<file path="src/rtl/pipe_control.sv">
// pipe_control: MIPS ID-stage decode + hazard/redirect control carried through ID/EX, EX/MEM, MEM/WB; clk_i/rst_i, Op_i/RSaddr_i/RTaddr_i/Equal_i in, ID steering + staged control + StallCnt_o out
module pipe_control #(
    parameter int OP_W = 6,
    parameter int REG_W = 5,
    parameter int STALL_CNT_W = 16
) (
    input  logic                   clk_i,
    input  logic                   rst_i,
    input  logic [OP_W-1:0]        Op_i,
    input  logic [REG_W-1:0]       RSaddr_i,
    input  logic [REG_W-1:0]       RTaddr_i,
    input  logic                   Equal_i,
    output logic                   Jump_o,
    output logic                   BranchTaken_o,
    output logic                   PCWrite_o,
    output logic                   IFIDWrite_o,
    output logic                   Flush_o,
    output logic                   RegDst_EX_o,
    output logic [1:0]             ALUOp_EX_o,
    output logic                   ALUSrc_EX_o,
    output logic                   MemRead_MEM_o,
    output logic                   MemWrite_MEM_o,
    output logic                   RegWrite_WB_o,
    output logic                   MemtoReg_WB_o,
    output logic [STALL_CNT_W-1:0] StallCnt_o
);
    localparam logic [OP_W-1:0] OP_R    = OP_W'(6'b000000);
    localparam logic [OP_W-1:0] OP_ADDI = OP_W'(6'b001000);
    localparam logic [OP_W-1:0] OP_LW   = OP_W'(6'b100011);
    localparam logic [OP_W-1:0] OP_SW   = OP_W'(6'b101011);
    localparam logic [OP_W-1:0] OP_BEQ  = OP_W'(6'b000100);
    localparam logic [OP_W-1:0] OP_J    = OP_W'(6'b000010);
    logic [9:0]       ctrl;
    logic [9:0]       id_ctrl;
    logic             hazard;
    logic             ex_mem_read;
    logic             ex_mem_write;
    logic             ex_reg_write;
    logic             ex_mem_to_reg;
    logic             mem_reg_write;
    logic             mem_mem_to_reg;
    logic [REG_W-1:0] ex_rt;
    always_comb begin
        ctrl = (Op_i == OP_R)    ? 10'b1_0_0_0_0_10_0_0_1 :
               (Op_i == OP_ADDI) ? 10'b0_0_0_0_0_00_0_1_1 :
               (Op_i == OP_LW)   ? 10'b0_0_0_1_1_00_0_1_1 :
               (Op_i == OP_SW)   ? 10'b0_0_0_0_0_00_1_1_0 :
               (Op_i == OP_BEQ)  ? 10'b0_0_1_0_0_01_0_0_0 :
               (Op_i == OP_J)    ? 10'b0_1_0_0_0_00_0_0_0 : '0;
        hazard = ex_mem_read && ex_rt != '0 && (ex_rt == RSaddr_i || ex_rt == RTaddr_i);
        id_ctrl = hazard ? '0 : ctrl;
        PCWrite_o = !hazard;
        IFIDWrite_o = !hazard;
        Jump_o = id_ctrl[8];
        BranchTaken_o = id_ctrl[7] && Equal_i;
        Flush_o = Jump_o || BranchTaken_o;
    end
    always_ff @(posedge clk_i) begin
        if (rst_i) begin
            RegDst_EX_o    <= 1'b0;
            ALUOp_EX_o     <= 2'b00;
            ALUSrc_EX_o    <= 1'b0;
            ex_mem_read    <= 1'b0;
            ex_mem_write   <= 1'b0;
            ex_reg_write   <= 1'b0;
            ex_mem_to_reg  <= 1'b0;
            ex_rt          <= '0;
            MemRead_MEM_o  <= 1'b0;
            MemWrite_MEM_o <= 1'b0;
            mem_reg_write  <= 1'b0;
            mem_mem_to_reg <= 1'b0;
            RegWrite_WB_o  <= 1'b0;
            MemtoReg_WB_o  <= 1'b0;
            StallCnt_o     <= '0;
        end else begin
            RegDst_EX_o    <= id_ctrl[9];
            ALUOp_EX_o     <= id_ctrl[4:3];
            ALUSrc_EX_o    <= id_ctrl[1];
            ex_mem_read    <= id_ctrl[6];
            ex_mem_write   <= id_ctrl[2];
            ex_reg_write   <= id_ctrl[0];
            ex_mem_to_reg  <= id_ctrl[5];
            ex_rt          <= hazard ? '0 : RTaddr_i;
            MemRead_MEM_o  <= ex_mem_read;
            MemWrite_MEM_o <= ex_mem_write;
            mem_reg_write  <= ex_reg_write;
            mem_mem_to_reg <= ex_mem_to_reg;
            RegWrite_WB_o  <= mem_reg_write;
            MemtoReg_WB_o  <= mem_mem_to_reg;
            StallCnt_o     <= (hazard && !(&StallCnt_o)) ? StallCnt_o + STALL_CNT_W'(1) : StallCnt_o;
        end
    end
endmodule

</file>
<file path="config.mk">
export PLATFORM = sky130hd
export DESIGN_NAME = pipe_control
export DESIGN_NICKNAME = d
export VERILOG_FILES = /design/src/rtl/pipe_control.sv
export SDC_FILE = /design/constraint.sdc
export NUM_CORES = 1
export LEC_CHECK = 0
export BUFFER_PORTS_ARGS = -buffer_cell sky130_fd_sc_hd__clkbuf_2
export CELL_PAD_IN_SITES_DETAIL_PLACEMENT = 0
export CELL_PAD_IN_SITES_GLOBAL_PLACEMENT = 1
export CORE_UTILIZATION = 40
export CTS_BUF_LIST = sky130_fd_sc_hd__clkbuf_2
export DETAILED_ROUTE_END_ITERATION = 6
export PLACE_DENSITY_LB_ADDON = 0.1
export SLEW_MARGIN = 20
export SYNTH_ARGS = -nofsm -noshare
export SYNTH_HDL_FRONTEND = slang
export SYNTH_SLANG_ARGS = --single-unit
</file>
<file path="constraint.sdc">
create_clock -name clk_i -period 2.5 [get_ports clk_i]
set_input_delay 0.125 -clock clk_i [delete_from_list [all_inputs] [get_ports clk_i]]
set_output_delay 0.125 -clock clk_i [all_outputs]
set_load 0.03 [all_outputs]
</file>
After elaboration in Yosys (flattened, before gate mapping)
Cells that the tools add are included.

Input bits: 19. Output and inout bits: 29. Register bits: 35.

Eq/ne operators: 7. Muxes and demuxes: 7. Reductions and logical operators: 16. $add $sub $neg: 1.

Operator list (number): $mux W9 (6); $add A16 B1 Y16 const B (1); $reduce_and A16 Y1 (1); $eq A6 B6 Y1 const B (2); $eq A5 B5 Y1 (2); $mux W10 (1); $eq A6 B2 Y1 const B (1); $eq A6 B3 Y1 const B (1); $eq A6 B4 Y1 const B (1); $logic_not A6 Y1 (1); $reduce_or A6 Y1 (1); $reduce_bool A5 Y1 (1); $reduce_or A5 Y1 (1); $logic_and A1 B1 Y1 (4); $reduce_or A4 Y1 (1); $reduce_or A3 Y1 (1); $logic_not A1 Y1 (2); $logic_or A1 B1 Y1 (2); $reduce_or A2 Y1 (1).

Logic depth before layout (Yosys ltp)
Gate-level depths: netlist (run 1).

Depth after elaboration: 10. Gate-level depth with buffers: 7. Depth with buffers taken out: 6.

Worst setup path after synthesis (run 1)
Ideal clock, no wire load.

Kind: register to output. From: register ex_rt[1]. To: output Jump_o. Stages on the path, launching flop included: 5. Data required time: 2.375 ns. Arrival: 2.250 ns. Path buffers: 0. Path slack: 0.125 ns. Cell sequence: dfxtp_1 -> or4_4 -> o21ai_2 -> nor2_2 -> nor4_1.

Word-level cells in the longest chain between the ends: 4.

Ends and longest elaborated chain: start, declared (RTL line 42) `logic [REG_W-1:0] ex_rt;`; start signal, assigned (RTL line 83) `ex_rt <= hazard ? '0 : RTaddr_i;`; $eq A5 B5 Y1 or $reduce_bool A5 Y1 (tied branches) (RTL line 50) `hazard = ex_mem_read && ex_rt != '0 && (ex_rt == RSaddr_i || ex_rt == RTaddr_i);`; $logic_or A1 B1 Y1 or $logic_and A1 B1 Y1 (tied branches) (RTL line 50); $logic_and A1 B1 Y1 (*) (RTL line 50); $mux W9 (*) (RTL line 51) `id_ctrl = hazard ? '0 : ctrl;`; end, declared (RTL line 13) `output logic Jump_o,`.

Mark *: on every way between the ends. The rest lies on a longest branch, timed or not.

Final worst setup path (run 1)
From: register ex_rt[2]. To: output Flush_o.

Word-level cells in the longest chain between the ends: 6.

Ends and longest elaborated chain: $eq A5 B5 Y1 or $reduce_bool A5 Y1 (tied branches) (RTL line 50); $logic_or A1 B1 Y1 or $logic_and A1 B1 Y1 (tied branches) (RTL line 50); $logic_and A1 B1 Y1 (*) (RTL line 50); $mux W9 (*) (RTL line 51); $logic_and A1 B1 Y1 (RTL line 55) `BranchTaken_o = id_ctrl[7] && Equal_i;`; $logic_or A1 B1 Y1 (*) (RTL line 56) `Flush_o = Jump_o || BranchTaken_o;`; end, declared (RTL line 17) `output logic Flush_o,`.

Marked as above.

==> flow_summary.json, run 1 <==
{
  "hold_class": "input port to register",
  "clock.fmax_mhz": 437,
  "yosys_warnings": 0,
  "nets": 256,
  "worst_r2r_startpoint": "StallCnt_o[2]",
  "synthCells": 182,
  "netlist_area_um2": 1710,
  "finalHoldViolations": 0,
  "cts.sinks": 32,
  "cts_buffers": 5,
  "combPwrFrac_pct": 10.7,
  "num_vias": 1523,
  "synthTopCellsByArea": "dfxtp_1 38%, xor2_1 5.1%, nor2_1 3.5%",
  "synth_cell_types": 52,
  "cp-startpoint": "ex_rt[2]",
  "critical_path_depth": 7,
  "syn_nets": 202,
  "endpoint_kind": "output port",
  "cp.required_ns": 2.38,
  "hold_ws_ns": 0.0589,
  "r2r.worst_path.cells": 5,
  "holdPathStages": 2,
  "grt_max_degree": 29,
  "rsz0062_at_grt": "false",
  "worst_pin_slew_ns": 0.557,
  "critical_path_arrival_ns": 2.16,
  "totalWireLength_um": 3770,
  "vias_per_cell": 5.31,
  "antenna_found_initial": 0,
  "path_clk_slew_ns": 0.17,
  "post_cts_buffers": 0,
  "drtAntennaViolNets": 0,
  "area_growth_pct": 21.5,
  "grt_pass1_vias": 1412,
  "tns_ns": 0,
  "coreArea_um2": 4060,
  "die_x_um": 67.3,
  "p_leak_nw": 0.836,
  "cpMaxStageDelayCell": "dfxtp_1",
  "insertedDiodeCount": 0,
  "clk_latency_ns": 0.37,
  "ys.flop_type": "dfxtp_1",
  "status": "finished clean",
  "cp_max_fo": 28,
  "synth-seq-cells": 32,
  "numPortBuffers": 47,
  "synth_top_area_share_pct": 37.6,
  "final_layout_size_suffix_gt1_share_pct": 31.6,
  "peakVddDrop_mv": 0.167,
  "path_class": "register to output port",
  "die_h_um": 67.3,
  "grt_overflow": 0,
  "syn_avg_cell_area_um2": 9.37,
  "p_per_area_nw_per_um2": 412,
  "tritoncts": "done",
  "drc": 0,
  "finalPower_w": 0.000854,
  "rows": 23,
  "slew_viol_final": 0,
  "p_seq_share_pct": 61.1,
  "clock_power_share_pct": 28.2,
  "synthArstFlopShare_pct": 0,
  "synth_edf_count": 0,
  "synth_top_cell_by_area": "dfxtp_1",
  "grt_pass1_wl_um": 6440,
  "critPathLaunchType": "register",
  "grtUsageTotal_pct": 19.1,
  "utilization_pct": 51.1,
  "die-area_um2": 4530,
  "ys_seq_area_share_pct": 37.6,
  "crit_chain": "xor2_1, nor3_2, a22oi_2, buf_6, nor2_2, a2111oi_4, clkbuf_2",
  "ctsHtreeMaxLevel": 2,
  "hold_start": "Op_i[3]",
  "p_int_w": 0.000619,
  "first_pass_iters": 4,
  "ios": 48,
  "cts-root-buf": "clkbuf_2",
  "crit_buf_inv": 2,
  "wl_per_cell_um": 13.1,
  "sw_frac_of_total_pct": 27.5,
  "initial_core_util_pct": 42.0,
  "min_period_over_period_pct": 91.6,
  "clockBufferDepth": 2,
  "drt_iter0_markers": 51,
  "path_delay_family": "buffers and inverters",
  "hpwl_um": 2680,
  "relSlewSlack_pct": 62.8,
  "skew_ns": 0.00971,
  "setup_viol_count_final": 0,
  "critPathMaxStageDelay_ns": 0.43,
  "place.gp.congestion": 0.742,
  "drv_cap": 0,
  "layout_min_cycle_time_ns": 2.29,
  "p_sw_w": 0.000235
}
-- cell type report --
class / instances / area (µm²)
repair buffers: 56 / 324
inverters: 8 / 30.0
multi-input cells: 133 / 975
flip-flops and latches: 32 / 642
fillers: 397 / 1990
well taps: 50 / 62.6
clock inverters: 3 / 13.8
clock buffers: 5 / 25.0
-- cell usage after synthesis (all sizes together) (2+ instances only) --
master  number
a211oi       2
a21oi       10
and3         3
and4         3
buf          5
clkbuf       4
dfxtp       32
inv          8
mux2         4
nand2       12
nand2b       3
nand3        4
nand4        3
nor2        18
nor2b        9
nor3         7
nor4         2
nor4b        2
o21ai        4
o21bai       2
o31ai        6
o41ai        3
or3          2
or4          7
or4b         3
xor2        10
-- metrics by stage --
stage | instance area [µm²] | setup slack, ns | instances
after global placement | 1960 | 0.571 | 272
after floorplan | 1710 | 0.125 | 182
after global routing | 2070 | 0.0294 | 287
after CTS | 2070 | 0.0958 | 287
after detailed placement | 1960 | 0.541 | 272
final | 2070 | 0.211 | 287
-- cell usage in the layout, fill, tap and decap left out, types with 3 or more instances in the layout --
| cell type | Yosys | final |
|---|---|---|
| inv_1 | 8 | 8 |
| o41ai_1 | 3 | 3 |
| nand3_1 | 4 | 4 |
| or4b_1 | 3 | 3 |
| xor2_1 | 10 | 10 |
| clkbuf_2 | 0 | 52 |
| dlygate4sd3_1 | 0 | 7 |
| o31ai_1 | 6 | 6 |
| nor2b_1 | 9 | 9 |
| a21oi_1 | 10 | 10 |
| nand2b_1 | 3 | 3 |
| or4_1 | 6 | 6 |
| nor2_1 | 16 | 16 |
| nand2_1 | 12 | 12 |
| and3_1 | 3 | 3 |
| dfxtp_1 | 32 | 31 |
| nor3_1 | 5 | 5 |
-- final timing paths --
check	slack (ns)	to
min reg2reg	0.46	MemWrite_MEM_o
max	0.21	Flush_o
min	0.06	ALUOp_EX_o[0]
max reg2reg	0.55	StallCnt_o[11]
-- per-layer routing --
metal	GRT usage, %	share of wire [%]
met1	23.9	48
met2	30.8	45
met3	5.07	5.1
met4	7.98	1.8
met5	0	0
-- flip-flops by register name, summed over array words and instances, names as in the netlist --
signal and flops:
RegWrite_WB_o 1, ex_rt 5, MemRead_MEM_o 1, RegDst_EX_o 1, StallCnt_o 16, ALUSrc_EX_o 1, ALUOp_EX_o 1, MemtoReg_WB_o 1
ex_mem_read 1, ex_mem_write 1, ex_reg_write 1, mem_reg_write 1, MemWrite_MEM_o 1
-- logic make-up after synthesis --
group	after synthesis	synth area share [%]
AO/OA/AOI/OAI	35	17.6
multiplexers	5	3.67
buffers and inverters	17	5.28
flip-flops	32	37.6
adder cells (fa/ha/maj)	1	0.734
XOR/XNOR	10	5.14
AND/OR/NAND/NOR	82	30.0
-- what timing repair did --
item | CTS | global route
gates resized for setup | 0 | 2
hold buffers | 7 | 0
endpoints found under the hold margin | 9 | 0
setup endpoints to repair | 0 | 3
-- power by group through the flow --
stage / clock, W / combinational, W / sequential [W]
2_1_floorplan: 0 / 0.0000547 / 0.000533
3_3_place_gp: 0 / 0.0000806 / 0.000532
3_5_place_dp: 0 / 0.0000822 / 0.000533
4_1_cts: 0.000257 / 0.0000910 / 0.000522
5_1_grt: 0.000282 / 0.000101 / 0.000523
6_report: 0.000241 / 0.0000913 / 0.000522
(Power assumes the default switching activity.)
==> run 2: changes to the inputs <==
--- a/config.mk
+++ b/config.mk
@@ -5,7 +5,7 @@
 export SDC_FILE = /design/constraint.sdc
 export NUM_CORES = 1
 export LEC_CHECK = 0
-export BUFFER_PORTS_ARGS = -buffer_cell sky130_fd_sc_hd__clkbuf_2
+export BUFFER_PORTS_ARGS = -buffer_cell sky130_fd_sc_hd__buf_4
 export CELL_PAD_IN_SITES_DETAIL_PLACEMENT = 0
 export CELL_PAD_IN_SITES_GLOBAL_PLACEMENT = 1
 export CORE_UTILIZATION = 40
==> run 2 against run 1 <==
Net effect:
- design area increased by 6.1%
- critical endpoint unchanged
- via count increased by 0.79%
- sequential cell count unchanged
- fmax increased by 0.50%
- sequential share of layout area decreased by 1.8 points
- die area unchanged
- worst hold slack improved by 0.051 ns
==> flow_summary.json, run 2 (same netlist as run 1, synthesis figures left out) <==
{
  "status": "finished clean",
  "cp.required_ns": 2.38,
  "grtUsageTotal_pct": 19.9,
  "place.gp.congestion": 0.767,
  "highest_layer": "met4",
  "clk_latency_ns": 0.37,
  "insertedDiodeCount": 0,
  "ios": 48,
  "grt_overflow": 0,
  "die-area_um2": 4530,
  "path_class": "register to output port",
  "finalPower_w": 0.000874,
  "nets": 257,
  "path_clk_slew_ns": 0.17,
  "cts.sinks": 32,
  "min_period_over_period_pct": 91.1,
  "rsz0062_at_grt": "false",
  "relSlewSlack_pct": 72.5,
  "drc": 0,
  "layout_min_cycle_time_ns": 2.28,
  "wl_met3_um": 197,
  "die_h_um": 67.3,
  "initial_core_util_pct": 42.0,
  "drtAntennaViolNets": 0,
  "setup_viol_count_final": 0,
  "peakVddDrop_mv": 0.147,
  "grt_max_degree": 29,
  "finalHoldViolations": 0,
  "first_pass_iters": 4,
  "dpl.cell_count": 272,
  "top_register": "StallCnt_o",
  "tns_ns": 0,
  "critPathLaunchType": "register",
  "clock.fmax_mhz": 439,
  "largest_register_ffs": 16,
  "p_leak_nw": 0.875,
  "die_x_um": 67.3,
  "wl_met1_um": 1940,
  "most-common-layout-cells": "48 x buf_4, 32 x dfxtp_1, 16 x nor2_1",
  "slew_viol_final": 0,
  "drt_iter0_markers": 79,
  "endpoint_kind": "output port",
  "area_growth_pct": 28.9,
  "wl_per_cell_um": 14.0,
  "grt_pass1_wl_um": 6690,
  "cp_max_fo": 28,
  "cts_buffers": 5,
  "final_layout_size_suffix_gt1_share_pct": 31.1,
  "critical_path_arrival_ns": 2.15,
  "num_vias": 1535,
  "drv_cap": 0,
  "totalWireLength_um": 4030,
  "final_cells": 288,
  "grt_pass1_vias": 1411,
  "p_per_area_nw_per_um2": 397,
  "skew_ns": 0.00924,
  "tritoncts": "done",
  "numPortBuffers": 47,
  "antenna_found_initial": 0,
  "met2_length_um": 1840,
  "ctsHtreeMaxLevel": 2,
  "worst_pin_slew_ns": 0.411,
  "rows": 23,
  "coreArea_um2": 4060,
  "hold_class": "input port to register",
  "clockBufferDepth": 2,
  "top_regs": "StallCnt_o: 16 flops, ex_rt: 5 flops",
  "layout_commonest_cell": "buf_4",
  "vias_per_cell": 5.33,
  "cts-root-buf": "clkbuf_2",
  "hpwl_um": 2780
}
==> run 2: changes by cell type in the layout (fill, tap and decap cells not counted), sizes merged <==
cell and delta:
buf +47, clkinv -2, clkbuf -45, dlygate4sd3 +1
==> run 2: metal layers <==
| layer | up-vias | global-route usage [%] |
|---|---|---|
| met5 | - | 0 |
| met3 | 7 | 5.57 |
| li1 | 778 | - |
| met2 | 37 | 30.9 |
| met1 | 713 | 26.2 |
| met4 | 0 | 7.18 |
==> run 2: path summary, 6_finish.rpt <==
path                          to  depth (start not counted)           from  slack [ns]
setup reg to reg   StallCnt_o[5]                          5  StallCnt_o[3]        0.56
hold / removal     StallCnt_o[7]                          2          rst_i        0.11
setup / recovery         Flush_o                          7       ex_rt[0]        0.22
hold reg to reg   MemWrite_MEM_o                          1   ex_mem_write        0.46
==> run 2: per-stage QoR <==
| stage | hold WS [ns] | utilization (%) | cell area, µm² | setup slack (ns) |
|---|---|---|---|---|
| after CTS | 0.0912 | 54.1 | 2190 | 0.103 |
| final | 0.110 | 54.2 | 2200 | 0.222 |
| after floorplan | 0.196 | - | 1710 | 0.125 |
| after global routing | 0.0908 | 54.2 | 2200 | 0.0382 |
| after global placement | 0.336 | 51.2 | 2080 | 0.602 |
| after detailed placement | 0.335 | 51.2 | 2080 | 0.542 |
==> run 2: critical path, stage by stage (launching register included) <==
cell and delay, ns:
dfxtp_1 0.47, xor2_1 0.21, nor3_2 0.07, a22oi_2 0.14, buf_6 0.25, nor2_2 0.12
a2111oi_4 0.32, buf_4 0.21
==> run 2: power breakdown <==
group	total, W	internal [W]	switching (W)	leakage, nW
clock network	0.000250	0.0000750	0.000175	0.0306
logic	0.000102	0.0000499	0.0000521	0.585
registers	0.000522	0.000516	0.00000569	0.259
total	0.000874	0.000641	0.000233	0.875
==> run 2: area by class of cell <==
cell class              count  area (µm²)
clock inverters             1        3.75
fillers                   403        1860
inverters                   8        30.0
clock buffers               7        35.0
multi-input cells         133         975
well taps                  50        62.6
flip-flops and latches     32         641
repair buffers             57         452
==> run 2: what timing repair did <==
item	in CTS	in global routing
resized for setup	0	1
setup buffers	0	0
setup endpoints to repair	0	3
hold endpoints to repair	10	0
hold buffers	8	0
==> run 3: changes to the inputs <==
--- a/config.mk
+++ b/config.mk
@@ -8,8 +8,7 @@
 export BUFFER_PORTS_ARGS = -buffer_cell sky130_fd_sc_hd__buf_4
 export CELL_PAD_IN_SITES_DETAIL_PLACEMENT = 0
 export CELL_PAD_IN_SITES_GLOBAL_PLACEMENT = 1
-export CORE_UTILIZATION = 40
-export CTS_BUF_LIST = sky130_fd_sc_hd__clkbuf_2
+export CORE_UTILIZATION = 38
 export DETAILED_ROUTE_END_ITERATION = 6
 export PLACE_DENSITY_LB_ADDON = 0.1
 export SLEW_MARGIN = 20
==> run 3 against run 2 <==
Net effect:
- clock power up 64%
- non-clock buffer count shrank 8
- critical path depth stayed put
- die area rose by 5.1%
- worst hold slack got worse by 0.064 ns
- sequential cell count unchanged
- wire length fell by 3.3%
- register-to-register slack about the same
- sequential power barely moved
- critical path type unchanged
- critical endpoint unchanged
- highest routed layer unchanged
==> flow_summary.json, run 3 (same netlist as run 1, synthesis figures left out) <==
{
  "status": "finished clean",
  "grt_overflow": 0,
  "drv_cap": 0,
  "cts-root-buf": "clkbuf_8",
  "path_clk_slew_ns": 0.06,
  "finalHoldViolations": 0,
  "die-area_um2": 4760,
  "ctsHtreeMaxLevel": 2,
  "fin_ws_ns": 0.262,
  "cp-startpoint": "ex_rt[0]",
  "grtUsageTotal_pct": 18.3,
  "vias_per_cell": 5.43,
  "ios": 48,
  "p_leak_nw": 0.855,
  "wl_per_cell_um": 13.9,
  "coreArea_um2": 4140,
  "initial_core_util_pct": 41.2,
  "fin_area_um2": 2170,
  "critical_path_arrival_ns": 2.11,
  "num_vias": 1519,
  "cp_max_fo": 28,
  "most-common-layout-cells": "49 x buf_4, 32 x dfxtp_1, 16 x nor2_1",
  "antenna_found_initial": 0,
  "worst_pin_slew_ns": 0.413,
  "slew_viol_final": 0,
  "drtAntennaViolNets": 0,
  "path_class": "register to output port",
  "peakVddDrop_mv": 0.224,
  "place.gp.congestion": 0.751,
  "rows": 23,
  "die_x_um": 69.0,
  "drt_iter0_markers": 72,
  "top_regs": "StallCnt_o: 16 flops, ex_rt: 5 flops",
  "nets": 249,
  "die_h_um": 69.0,
  "endpoint_kind": "output port",
  "clock.fmax_mhz": 447,
  "layout_min_cycle_time_ns": 2.24,
  "cts_hold_buf": 0,
  "dpl.cell_count": 272,
  "insertedDiodeCount": 0,
  "tns_ns": 0,
  "grt_max_degree": 29,
  "tritoncts": "done",
  "final_cells": 280,
  "hold_start": "Op_i[1]",
  "finalPower_w": 0.00102,
  "p_per_area_nw_per_um2": 472,
  "fill_cells": 415,
  "hpwl_um": 2820,
  "rsz0062_at_grt": "false",
  "largest_register_ffs": 16,
  "skew_ns": 0.00379,
  "worst_r2r_startpoint": "StallCnt_o[2]",
  "clk_latency_ns": 0.28,
  "cts_resized": 0,
  "first_pass_iters": 4,
  "cts.sinks": 32,
  "relSlewSlack_pct": 72.3,
  "clockBufferDepth": 2,
  "hold_class": "input port to register",
  "grt_pass1_vias": 1434,
  "totalWireLength_um": 3900,
  "numPortBuffers": 47,
  "min_period_over_period_pct": 89.5,
  "postPlaceCellArea_um2": 2080,
  "setup_viol_count_final": 0,
  "top_register": "StallCnt_o",
  "layout_commonest_cell": "buf_4",
  "grt_pass1_wl_um": 6360,
  "post_cts_buffers": 0,
  "cts_buffers": 5,
  "cp.required_ns": 2.38,
  "final_layout_size_suffix_gt1_share_pct": 31.7,
  "dp_slack_ns": 0.556,
  "drc": 0,
  "area_growth_pct": 27.0,
  "critPathLaunchType": "register"
}
## run 3: cell types whose count changed in the layout (fill, tap and decap cells not counted), sizes merged
cell,previous run,this run
clkbuf,7,8
dlygate4sd3,8,0
clkinv,1,0
## run 3: through the flow
step           hold WS, ns  util [%]
2_1_floorplan        0.196         -
3_3_place_gp         0.338      50.1
3_5_place_dp         0.337      50.1
4_1_cts             0.0397      52.3
5_1_grt             0.0529      52.3
6_report            0.0461      52.3
## run 3: final cells by class
cell class,count,area [µm²],share of cell area (%)
Clock buffer,8,90.1,4.16
Inverter,8,30.0,1.39
Sequential cell,32,641,29.6
Tap cell,50,62.6,2.89
Multi-Input combinational cell,133,975,45.0
Timing Repair Buffer,49,368,17.0
## run 3: power by group
part | switching [W] | internal, W | leakage [nW] | total [W]
Clock | 0.000185 | 0.000224 | 0.0455 | 0.000409
Sequential | 0.00000559 | 0.000515 | 0.259 | 0.000521
Combinational | 0.0000501 | 0.0000411 | 0.550 | 0.0000913
## run 3: worst paths after layout
path         cells past startpoint        endpoint  slack, ns
max                              7         Flush_o       0.26
min                              2     RegDst_EX_o       0.05
max reg2reg                      5  StallCnt_o[13]       0.57
min reg2reg                      1   RegWrite_WB_o       0.44
## run 3: per-layer routing
layer / track usage (%) / vias to the layer above / share of wire [%]
met4: 9.18 / 0 / 1.5
met3: 3.45 / 6 / 5.1
met1: 23.7 / 716 / 47
met5: 0 / - / 0
met2: 28.8 / 43 / 46
li1: - / 754 / -
## run 3: critical path, cell delays in order, from the launching register on
cell and delay, ns:
dfxtp_1 0.43, xor2_1 0.17, nor2_1 0.06, a22oi_2 0.17, buf_4 0.31, nor2_2 0.14, a2111oi_4 0.32, buf_4 0.21
